**config.mk**
```make
export PLATFORM = sky130hd
export DESIGN_NAME = sd_fifo_wm
export DESIGN_NICKNAME = d
export VERILOG_FILES = /design/src/rtl/sd_fifo_wm.sv
export SDC_FILE = /design/constraint.sdc
export NUM_CORES = 1
export LEC_CHECK = 0
export ABC_AREA = 1
export ABC_CLOCK_PERIOD_IN_PS = 2300
export CORE_ASPECT_RATIO = 2
export CORE_MARGIN = 2
export CORE_UTILIZATION = 40
export DETAILED_ROUTE_END_ITERATION = 8
export DONT_BUFFER_PORTS = 1
export RECOVER_POWER = 50
export SKIP_CTS_REPAIR_TIMING = 1
export SYNTH_ARGS = -nofsm -noshare
export SYNTH_HDL_FRONTEND = slang
export SYNTH_SLANG_ARGS = --single-unit
```
**constraint.sdc**
```tcl
create_clock -name clk -period 2.3 [get_ports clk]
set_input_delay 0.46 -clock clk [delete_from_list [all_inputs] [get_ports clk]]
set_output_delay 0.46 -clock clk [all_outputs]
set_load 0.03 [all_outputs]
```
**src/rtl/sd_fifo_wm.sv**
```systemverilog
// Synchronous srdy/drdy FIFO with occupancy count and programmable almost-full watermark.
// Pointers carry an extra wrap bit so full and empty are told apart without a counter.
module sd_fifo_wm #(
  parameter int width = 16,
  parameter int depth = 4,
  localparam int asz = $clog2(depth)
) (
  input  logic             clk,
  input  logic             reset,
  input  logic             c_srdy,
  output logic             c_drdy,
  input  logic [width-1:0] c_data,
  output logic             p_srdy,
  input  logic             p_drdy,
  output logic [width-1:0] p_data,
  input  logic             flush,
  input  logic [asz:0]     af_level,
  output logic [asz:0]     usage,
  output logic             almost_full
);

  localparam logic [asz:0] PtrOne = {{asz{1'b0}}, 1'b1};

  logic [width-1:0] mem_q [depth];
  logic [asz:0]     wr_ptr_q, wr_ptr_d;
  logic [asz:0]     rd_ptr_q, rd_ptr_d;
  logic             empty, full, push, pop;

  assign empty = (wr_ptr_q == rd_ptr_q);
  assign full  = (wr_ptr_q[asz-1:0] == rd_ptr_q[asz-1:0]) &&
                 (wr_ptr_q[asz] != rd_ptr_q[asz]);

  // c_drdy is gated by reset so upstream sees no room while reset is held.
  assign c_drdy = reset & ~full & ~flush;
  assign push   = c_srdy & c_drdy;

  assign p_srdy = ~empty;
  assign pop    = p_srdy & p_drdy & ~flush;
  assign p_data = mem_q[rd_ptr_q[asz-1:0]];

  assign usage       = wr_ptr_q - rd_ptr_q;
  assign almost_full = (usage >= af_level);

  always_comb begin
    wr_ptr_d = wr_ptr_q;
    rd_ptr_d = rd_ptr_q;
    if (push) begin
      wr_ptr_d = wr_ptr_q + PtrOne;
    end
    if (flush) begin
      rd_ptr_d = wr_ptr_q;
    end else if (pop) begin
      rd_ptr_d = rd_ptr_q + PtrOne;
    end
  end

  always_ff @(posedge clk or negedge reset) begin
    if (!reset) begin
      wr_ptr_q <= '0;
      rd_ptr_q <= '0;
    end else begin
      wr_ptr_q <= wr_ptr_d;
      rd_ptr_q <= rd_ptr_d;
    end
  end

  // Storage is deliberately left unreset; p_data is only meaningful with p_srdy.
  always_ff @(posedge clk) begin
    if (push) begin
      mem_q[wr_ptr_q[asz-1:0]] <= c_data;
    end
  end

endmodule

```
==> results of run 1 <==
-- flip-flops by register name, summed over array words and instances, names as in the netlist --
name	cells
mem_q	64
wr_ptr_q	3
rd_ptr_q	3
-- report_power, final --
group	leakage (nW)	internal [W]	switching (W)	total [W]
Clock	0.121	0.000714	0.000462	0.00118
Sequential	0.652	0.00151	0.0000584	0.00157
Combinational	0.631	0.00115	0.00178	0.00293
Total	1.41	0.00337	0.00230	0.00568
-- cells in the mapped netlist, drive strengths merged --
cell type and number:
nand2 28, edfxtp 64, clkbuf 1, fa 1, o211ai 1, nand4 3, dfrtp 6, o21ai 35
a21oi 1, xnor2 1, buf 8, nor2 40, nand3 6, ha 10, o22ai 16, inv 17
-- area by class of cell --
class,instances,area [µm²],share of cell area [%]
sequential,70,2070,55.2
tap,92,115,3.07
timing repair buffer,39,414,11.0
multi-input combinational,142,826,22.0
clock inverter,3,12.5,0.333
clock buffer,12,236,6.30
inverter,17,76.3,2.03
-- cells by family (layout without fill, tap and decap cells) --
logic type                 Yosys count  count (layout)  share of synthesized area [%]
xor gates and xnor gates             1               1                          0.296
DFF                                 70              70                           69.9
AOI/OAI and AO/OA                   53              53                           9.71
buffers and inverters               26              71                           3.93
and+or+nand+nor                     77              77                           11.3
adders and majority gates           11              11                           4.90
-- worst min path at each step --
stage          startpoint  cells past startpoint                       to
2_1_floorplan       reset                      0  rd_ptr_q[0]$_DFFE_PN0P_
5_1_grt        c_data[15]                      0   mem_q[0][15]$_DFFE_PP_
4_1_cts             reset                      0  rd_ptr_q[0]$_DFFE_PN0P_
6_report        c_data[3]                      0    mem_q[0][3]$_DFFE_PP_
3_3_place_gp        reset                      0  wr_ptr_q[1]$_DFFE_PN0P_
3_5_place_dp        reset                      0  wr_ptr_q[1]$_DFFE_PN0P_
-- worst register-to-register path, stage by stage, from the launching register on --
cell and delay (ns):
dfrtp_1 0.39, clkbuf_1 0.25, ha_1 0.27, nand2_1 0.05, inv_1 0.07, nand2_4 0.09, nand3_1 0.28, nor2_2 0.24
buf_12 0.19
-- through the flow --
stage / hold slack (ns) / instances / power (W) / util [%]
after global placement: 0.165 / 352 / 0.00420 / 46.8
final: 0.225 / 375 / 0.00568 / 52.0
after detailed placement: 0.165 / 352 / 0.00427 / 46.8
after global routing: 0.213 / 375 / 0.00602 / 52.0
after floorplan: 0.164 / 238 / 0.00343 / -
after CTS: -0.189 / 367 / 0.00546 / 50.3
-- metal layers --
layer  global-route usage (%)  part of all wire [%]  vias up  wire length (µm)
met5                        0                     0        -                 0
met4                     10.0                   3.5        0               225
met3                     5.00                   5.0       14               319
met2                     28.8                    57       54              3610
met1                     15.9                    35      941              2230
li1                         -                     -      930                 -
==> impl_metrics.csv, run 1 <==
group,metric,value,unit
die,ioPinCount,46,
synthesis,synth-seq-area-share,69.9,%
finish,area_growth,26.6,%
timing,finalSetupTns,-0.343,ns
worst_setup_path,critical_path_depth,9,
pwr,leakage,1.41,nW
worst_setup_path,r2r-start,"wr_ptr_q[1]$_DFFE_PN0P_",
clock_tree,cts_inserted_buffers,9,
synthesis,ys_types,22,
synthesis,post_synthesis_cell_area,2960,µm²
routing,post_drt_wl_per_cell,17.0,µm
placement,pre_cts_slack,0.00288,ns
synthesis,synth_top_cell_by_area,"edfxtp_1",
synthesis,synth_area_per_cell,12.5,µm²
die,chipWidth,64.9,µm
die,num_rows,44,
die,core-area,7210,µm²
worst_setup_path,worstReg2RegEnd,"mem_q[0][13]$_DFFE_PP_",
worst_setup_path,crit_chain,"inv_2 > ha_4 > inv_2 > fa_2 > xnor2_4 > ha_4 > nand2_2 > o211ai_1 > buf_4",
finish,final_layout_size_suffix_gt1_share,23.3,%
routing,detail_route.wirelength,6.39,mm
timing,grt_setup_unrepaired,"true",
clock_tree,max-clock-path-buffers,2,
clock_tree,clkTransAtPathRegs,0.05,ns
min_path,worstHoldPathType,"in2reg",
die,die_footprint,8160,µm²
placement,place_congestion,0.838,
die,die-height,126,µm
worst_setup_path,crit_path_buffers_inverters,3,
worst_setup_path,cp-endpoint,"almost_full",
pwr,powerDensity,1510,nW/µm²
worst_setup_path,worst-setup-path-type,"reg2out",
job,maxCapViolations,0,
timing,final_worst_setup_slack,-0.343,ns
timing,fmax,0.378,GHz
routing,route.antenna.remaining_nets,0,
worst_setup_path,worst-endpoint-required,1.84,ns
timing,finClkSkew,0.00446,ns
synthesis,yosysWarnings,0,
worst_setup_path,crit_path_end_kind,"primary output",
routing,vias,1939,
synthesis,synth.top_cells.by_area,"edfxtp_1, o21ai_0, dfrtp_1, nor2_1, ha_1",
worst_setup_path,worst_setup_startpoint,"wr_ptr_q[0]$_DFFE_PN0P_",
synthesis,post_synth_inst_count,238,
clock_tree,cts_sinks,70,
worst_setup_path,setup.worst_path.start_class,"register",
synthesis,postSynthRegisterBits,70,
timing,drv_slew,0,
worst_setup_path,reg2regPathDepth,8,
routing,drt_pre_antenna_iters,5,
outcome,run_status,"finished, violations left",
clock_tree,insertion_delay,0.33,ns
grt,groute.usage.overall,16.3,%
timing,slew_headroom,74.7,%
clock_tree,cts.htree.levels,3,
synthesis,syn-num-nets,273,
worst_setup_path,worst_path_max_delay_cell,"dfrtp_1",
finish,number_of_fill_cells,639,
pwr,max-vdd-ir-drop,0.682,mV
grt,grt_first_pass_wirelength,9.60,mm
timing,final_period_minus_worst_setup_slack,2.64,ns
die,initial_core_util,41.1,%
routing,detail_route.iter0.violations,72,
timing,hold_viol,0,
finish,design.final.nets,314,
worst_setup_path,max_stage_delay,0.38,ns
finish,layout_commonest_cell,"edfxtp_1",
timing,finalSetupViolCount,1,
finish,insertedDiodeCount,0,
grt,grt.overflow.total,0,
finish,most-common-layout-cells,"edfxtp_1, nor2_1, o21ai_0",
clock_tree,tritoncts,"done",
grt,first_global_vias,2005,
worst_setup_path,worst_ep_arrival_time,2.18,ns
worst_setup_path,path_delay_family,"adder cells",
clock_tree,cts-root-buf,"clkbuf_16",
placement,portBuffers,0,
worst_setup_path,cp_max_fo,3,
grt,antenna_found_initial,0,
finish,finish.instance_area,3750,µm²
grt,grt_max_degree,37,
worst_setup_path,timing.reg2reg.setup_slack,0.16,ns
timing,finalCritPeriodShare,115,%
outcome,violated_checks,"negative setup slack",
timing,worst_slew_pin_slew,0.378,ns
routing,drc,0,
placement,dpl.hpwl,3.92,mm
synthesis,synth.top_cell.area_share,64.8,%
placement,placement.cell_area,3380,µm²
routing,via_per_inst,5.17,
No activity file was read; power rests on OpenSTA's default activity.
==> run 2, diff against run 1 <==
--- a/config.mk
+++ b/config.mk
@@ -10,6 +10,7 @@
 export CORE_ASPECT_RATIO = 2
 export CORE_MARGIN = 2
 export CORE_UTILIZATION = 40
+export CTS_BUF_LIST = sky130_fd_sc_hd__clkbuf_8 sky130_fd_sc_hd__clkbuf_16
 export DETAILED_ROUTE_END_ITERATION = 8
 export DONT_BUFFER_PORTS = 1
 export RECOVER_POWER = 50
==> impl_metrics.csv, run 2 (synthesis results as in run 1) <==
group,metric,value,unit
outcome,run_status,"finished, violations left",
outcome,violated_checks,"negative setup slack",
grt,use_met3,5.00,%
clock_tree,insertion_delay,0.33,ns
finish,area_growth,26.6,%
grt,top_usage_layer,"met2",
clock_tree,cts_sinks,70,
worst_setup_path,crit_path_end_kind,"primary output",
worst_setup_path,setup.worst_path.start_class,"register",
finish,layout_commonest_cell,"edfxtp_1",
finish,number_of_flip_flops_under_the_largest_register_name,64,
grt,antenna_found_initial,0,
worst_setup_path,path_delay_family,"adder cells",
timing,fmax,0.378,GHz
worst_setup_path,worst-setup-path-type,"reg2out",
grt,first_global_vias,2005,
timing,worst_slew_pin_slew,0.376,ns
worst_setup_path,crit_chain,"inv_2 > ha_4 > inv_2 > fa_2 > xnor2_4 > ha_4 > nand2_2 > o211ai_1 > buf_4",
grt,groute.usage.overall,16.3,%
routing,route.antenna.remaining_nets,0,
pwr,leakage,1.42,nW
min_path,worstHoldPathType,"in2reg",
routing,vias,1941,
timing,slew_headroom,74.9,%
worst_setup_path,worst_path_max_delay_cell,"dfrtp_1",
grt,grt.overflow.total,0,
finish,design.final.nets,314,
timing,finalCritPeriodShare,115,%
worst_setup_path,worst_ep_arrival_time,2.18,ns
clock_tree,cts.htree.levels,3,
timing,grt_setup_unrepaired,"true",
finish,most-common-layout-cells,"edfxtp_1, nor2_1, o21ai_0",
die,chipWidth,64.9,µm
routing,detail_route.iter0.violations,74,
finish,finish.cell_count_without_fillers,375,
grt,grt_max_degree,37,
timing,final_worst_setup_slack,-0.343,ns
placement,portBuffers,0,
timing,final_period_minus_worst_setup_slack,2.64,ns
clock_tree,clkTransAtPathRegs,0.05,ns
die,initial_core_util,41.1,%
timing,finClkSkew,0.00444,ns
placement,pre_cts_slack,0.00288,ns
clock_tree,cts_inserted_buffers,9,
placement,dpl.cell_count,352,
job,maxCapViolations,0,
timing,hold_viol,0,
placement,dpl.hpwl,3.92,mm
timing,finalSetupViolCount,1,
worst_setup_path,worst-endpoint-required,1.84,ns
die,ioPinCount,46,
grt,groute.layer.met1.usage,15.9,%
finish,insertedDiodeCount,0,
clock_tree,cts-root-buf,"clkbuf_16",
timing,drv_slew,0,
routing,drt_pre_antenna_iters,5,
worst_setup_path,max_stage_delay,0.38,ns
clock_tree,max-clock-path-buffers,2,
die,die_footprint,8160,µm²
clock_tree,tritoncts,"done",
routing,post_drt_wl_per_cell,17.0,µm
pwr,max-vdd-ir-drop,0.682,mV
placement,place_congestion,0.838,
pwr,powerDensity,1510,nW/µm²
routing,drc,0,
die,num_rows,44,
grt,grt.met2_usage,28.8,%
routing,via_per_inst,5.18,
timing,finalSetupTns,-0.343,ns
grt,grt_first_pass_wirelength,9.60,mm
worst_setup_path,cp_max_fo,3,
finish,final_layout_size_suffix_gt1_share,23.3,%
die,die-height,126,µm
die,core-area,7210,µm²
worst_setup_path,crit_path_buffers_inverters,3,
routing,detail_route.wirelength,6.38,mm
==> run 2: changes by cell type in the layout (fill, tap and decap cells not counted), sizes merged <==
| cell | before | now |
|---|---|---|
| clkbuf | 15 | 12 |
| inv | 16 | 19 |
==> run 2: worst paths after layout <==
path,from,end,slack (ns),cells past startpoint
worst max-delay path,wr_ptr_q[0]$_DFFE_PN0P_,almost_full,-0.34,9
worst max register to register,wr_ptr_q[1]$_DFFE_PN0P_,mem_q[0][13]$_DFFE_PP_,0.17,8
min in group asynchronous,reset,wr_ptr_q[1]$_DFFE_PN0P_,0.45,1
worst min register to register,wr_ptr_q[2]$_DFFE_PN0P_,wr_ptr_q[2]$_DFFE_PN0P_,0.54,2
worst min-delay path,c_data[3],mem_q[0][3]$_DFFE_PP_,0.23,0
max in group asynchronous,reset,rd_ptr_q[0]$_DFFE_PN0P_,1.61,1
==> run 2: layout make-up <==
cell class | count | area, µm²
Fill cell | 639 | 3460
Sequential cell | 70 | 2070
Multi-Input combinational cell | 142 | 826
Timing Repair Buffer | 39 | 414
Clock buffer | 9 | 225
Tap cell | 92 | 115
Inverter | 17 | 76.3
Clock inverter | 6 | 23.8
==> run 2: per-layer routing <==
layer	share of wire [%]	up-vias
li1	-	930
met1	35	940
met2	57	57
met3	5.1	14
met4	3.5	0
met5	0	-
==> run 2: power by group <==
part           internal [W]  switching (W)  total [W]
Clock              0.000700       0.000463    0.00116
Sequential          0.00151      0.0000585    0.00157
Combinational       0.00115        0.00178    0.00293
==> run 2: through the flow <==
stage / power, W / cell area (µm²) / hold WS [ns] / utilization, %
after floorplan: 0.00343 / 3020 / 0.164 / -
after global placement: 0.00420 / 3380 / 0.165 / 46.8
after detailed placement: 0.00427 / 3380 / 0.165 / 46.8
after CTS: 0.00544 / 3630 / -0.189 / 50.3
after global routing: 0.00601 / 3750 / 0.213 / 52.0
final: 0.00567 / 3750 / 0.225 / 52.0
==> run 2: worst reg2reg max path: stages, from the launching register on <==
cell	delay (ns)
dfrtp_1	0.39
clkbuf_1	0.25
ha_1	0.27
nand2_1	0.05
inv_1	0.07
nand2_4	0.09
nand3_1	0.27
nor2_2	0.24
buf_12	0.19
==> run 3, diff against run 2 <==
--- a/config.mk
+++ b/config.mk
@@ -9,10 +9,11 @@
 export ABC_CLOCK_PERIOD_IN_PS = 2300
 export CORE_ASPECT_RATIO = 2
 export CORE_MARGIN = 2
-export CORE_UTILIZATION = 40
+export CORE_UTILIZATION = 50
 export CTS_BUF_LIST = sky130_fd_sc_hd__clkbuf_8 sky130_fd_sc_hd__clkbuf_16
 export DETAILED_ROUTE_END_ITERATION = 8
 export DONT_BUFFER_PORTS = 1
+export PLACE_DENSITY = 0.68
 export RECOVER_POWER = 50
 export SKIP_CTS_REPAIR_TIMING = 1
 export SYNTH_ARGS = -nofsm -noshare
==> impl_metrics.csv, run 3 (synthesis results as in run 1) <==
group,metric,value,unit
outcome,run_status,"finished, violations left",
outcome,violated_checks,"negative setup slack",
finish,layout_commonest_cell,"edfxtp_1",
timing,grt_setup_unrepaired,"true",
routing,via_per_inst,5.52,
routing,drc,0,
die,chipWidth,58.4,µm
timing,worst_slew_pin_slew,0.387,ns
placement,dpl.hpwl,3.44,mm
grt,antenna_found_initial,0,
finish,finish.instance_area,3650,µm²
placement,portBuffers,0,
clock_tree,max-clock-path-buffers,2,
worst_setup_path,cp_max_fo,3,
finish,number_of_fill_cells,440,
worst_setup_path,crit_chain,"inv_2 > ha_4 > inv_2 > fa_2 > xnor2_4 > ha_4 > nand2_2 > o211ai_1 > buf_4",
pwr,share_seq_of_total_power,28.3,%
clock_tree,cts.htree.levels,3,
pwr,max-vdd-ir-drop,1.68,mV
clock_tree,tritoncts,"done",
finish,final_layout_size_suffix_gt1_share,22.7,%
die,die_footprint,6600,µm²
worst_setup_path,worst_ep_arrival_time,2.13,ns
pwr,power_switching_share,39.5,%
die,initial_core_util,51.9,%
pwr,leakage,1.39,nW
timing,final_worst_setup_slack,-0.293,ns
pwr,total_power,0.00555,W
pwr,powerDensity,1520,nW/µm²
timing,finalCritPeriodShare,113,%
pwr,clock_power_share,23.1,%
grt,grt_first_pass_wirelength,8.67,mm
job,maxCapViolations,0,
pwr,power_report.internal_total,0.00336,W
routing,route.antenna.remaining_nets,0,
worst_setup_path,worst_path_max_delay_cell,"dfrtp_1",
finish,utilization,63.9,%
grt,groute.usage.overall,18.6,%
timing,hold_viol,0,
timing,finalSetupTns,-0.300,ns
pwr,power.combinational.fraction,48.7,%
grt,first_global_vias,1918,
timing,final_period_minus_worst_setup_slack,2.59,ns
clock_tree,cts_sinks,70,
placement,place_congestion,0.762,
min_path,worstHoldPathType,"in2reg",
timing,fmax,0.386,GHz
clock_tree,clkTransAtPathRegs,0.05,ns
grt,grt.overflow.total,0,
finish,insertedDiodeCount,0,
grt,grt_max_degree,37,
routing,detail_route.iter0.violations,78,
die,num_rows,39,
finish,number_of_flip_flops_under_the_largest_register_name,64,
worst_setup_path,worst-endpoint-required,1.84,ns
finish,most-common-layout-cells,"edfxtp_1, nor2_1, o21ai_0",
clock_tree,insertion_delay,0.33,ns
timing,slew_headroom,74.2,%
timing,finalSetupViolCount,2,
routing,vias,1870,
placement,dpl.cell_count,320,
worst_setup_path,worst-setup-path-type,"reg2out",
finish,area_growth,23.1,%
clock_tree,cts_inserted_buffers,9,
finish,design.final.nets,308,
placement,placement.cell_area,3320,µm²
routing,drt_pre_antenna_iters,4,
finish,finish.cell_count_without_fillers,339,
die,die-height,113,µm
clock_tree,cts-root-buf,"clkbuf_16",
die,core-area,5710,µm²
routing,post_drt_wl_per_cell,16.1,µm
worst_setup_path,max_stage_delay,0.38,ns
pwr,net_switching_power_of_the_design,0.00219,W
timing,finClkSkew,0.00605,ns
timing,drv_slew,0,
worst_setup_path,crit_path_end_kind,"primary output",
routing,detail_route.wirelength,5.46,mm
worst_setup_path,setup.worst_path.start_class,"register",
die,ioPinCount,46,
## run 3: area by class of cell
class	count	area, µm²	area share, %
Tap cell	61	76.3	2.09
Clock buffer	13	280	7.68
Sequential cell	70	2070	56.8
Clock inverter	3	11.3	0.309
Multi-Input combinational cell	142	826	22.6
Inverter	17	66.3	1.82
Timing Repair Buffer	33	317	8.68
## run 3: routing by layer
metal / vias up / wire, µm / track usage [%]
li1: 918 / - / -
met5: - / 0 / 0
met1: 897 / 1980 / 17.3
met2: 45 / 3080 / 32.9
met4: 0 / 135 / 11.3
met3: 10 / 270 / 6.40
## run 3: final timing paths
kind / cells past startpoint / startpoint / slack [ns] / end
worst max-delay path: 9 / wr_ptr_q[0]$_DFFE_PN0P_ / -0.29 / almost_full
worst min-delay path: 0 / c_data[2] / 0.22 / mem_q[1][2]$_DFFE_PP_
worst max register to register: 9 / rd_ptr_q[1]$_DFFE_PN0P_ / 0.21 / mem_q[2][6]$_DFFE_PP_
worst min register to register: 2 / wr_ptr_q[2]$_DFFE_PN0P_ / 0.52 / wr_ptr_q[2]$_DFFE_PN0P_
max in group asynchronous: 1 / reset / 1.62 / rd_ptr_q[1]$_DFFE_PN0P_
min in group asynchronous: 1 / reset / 0.45 / wr_ptr_q[1]$_DFFE_PN0P_
## run 3: power by group through the flow
stage | Combinational [W] | Sequential (W) | Clock, W
after detailed placement | 0.00259 | 0.00159 | 0
after CTS | 0.00260 | 0.00157 | 0.00129
final | 0.00270 | 0.00157 | 0.00128
after global placement | 0.00255 | 0.00159 | 0
after global routing | 0.00294 | 0.00158 | 0.00135
after floorplan | 0.00182 | 0.00161 | 0
## run 3: worst max-delay path, delay by kind of cell (launching register included)
family	cells	cell delay, ns
adder cells (fa/ha/maj)	3	0.78
XOR/XNOR	1	0.17
AND/OR/NAND/NOR	1	0.04
buffers and inverters	3	0.29
flip-flops	1	0.38
AO/OA/AOI/OAI	1	0.15
## run 3: through the flow
step	setup slack (ns)	hold slack, ns
finish	-0.293	0.224
global route	-0.373	0.214
CTS	-0.341	-0.183
detailed placement	0.00978	0.165
global placement	0.0603	0.165
floorplan	-0.279	0.164
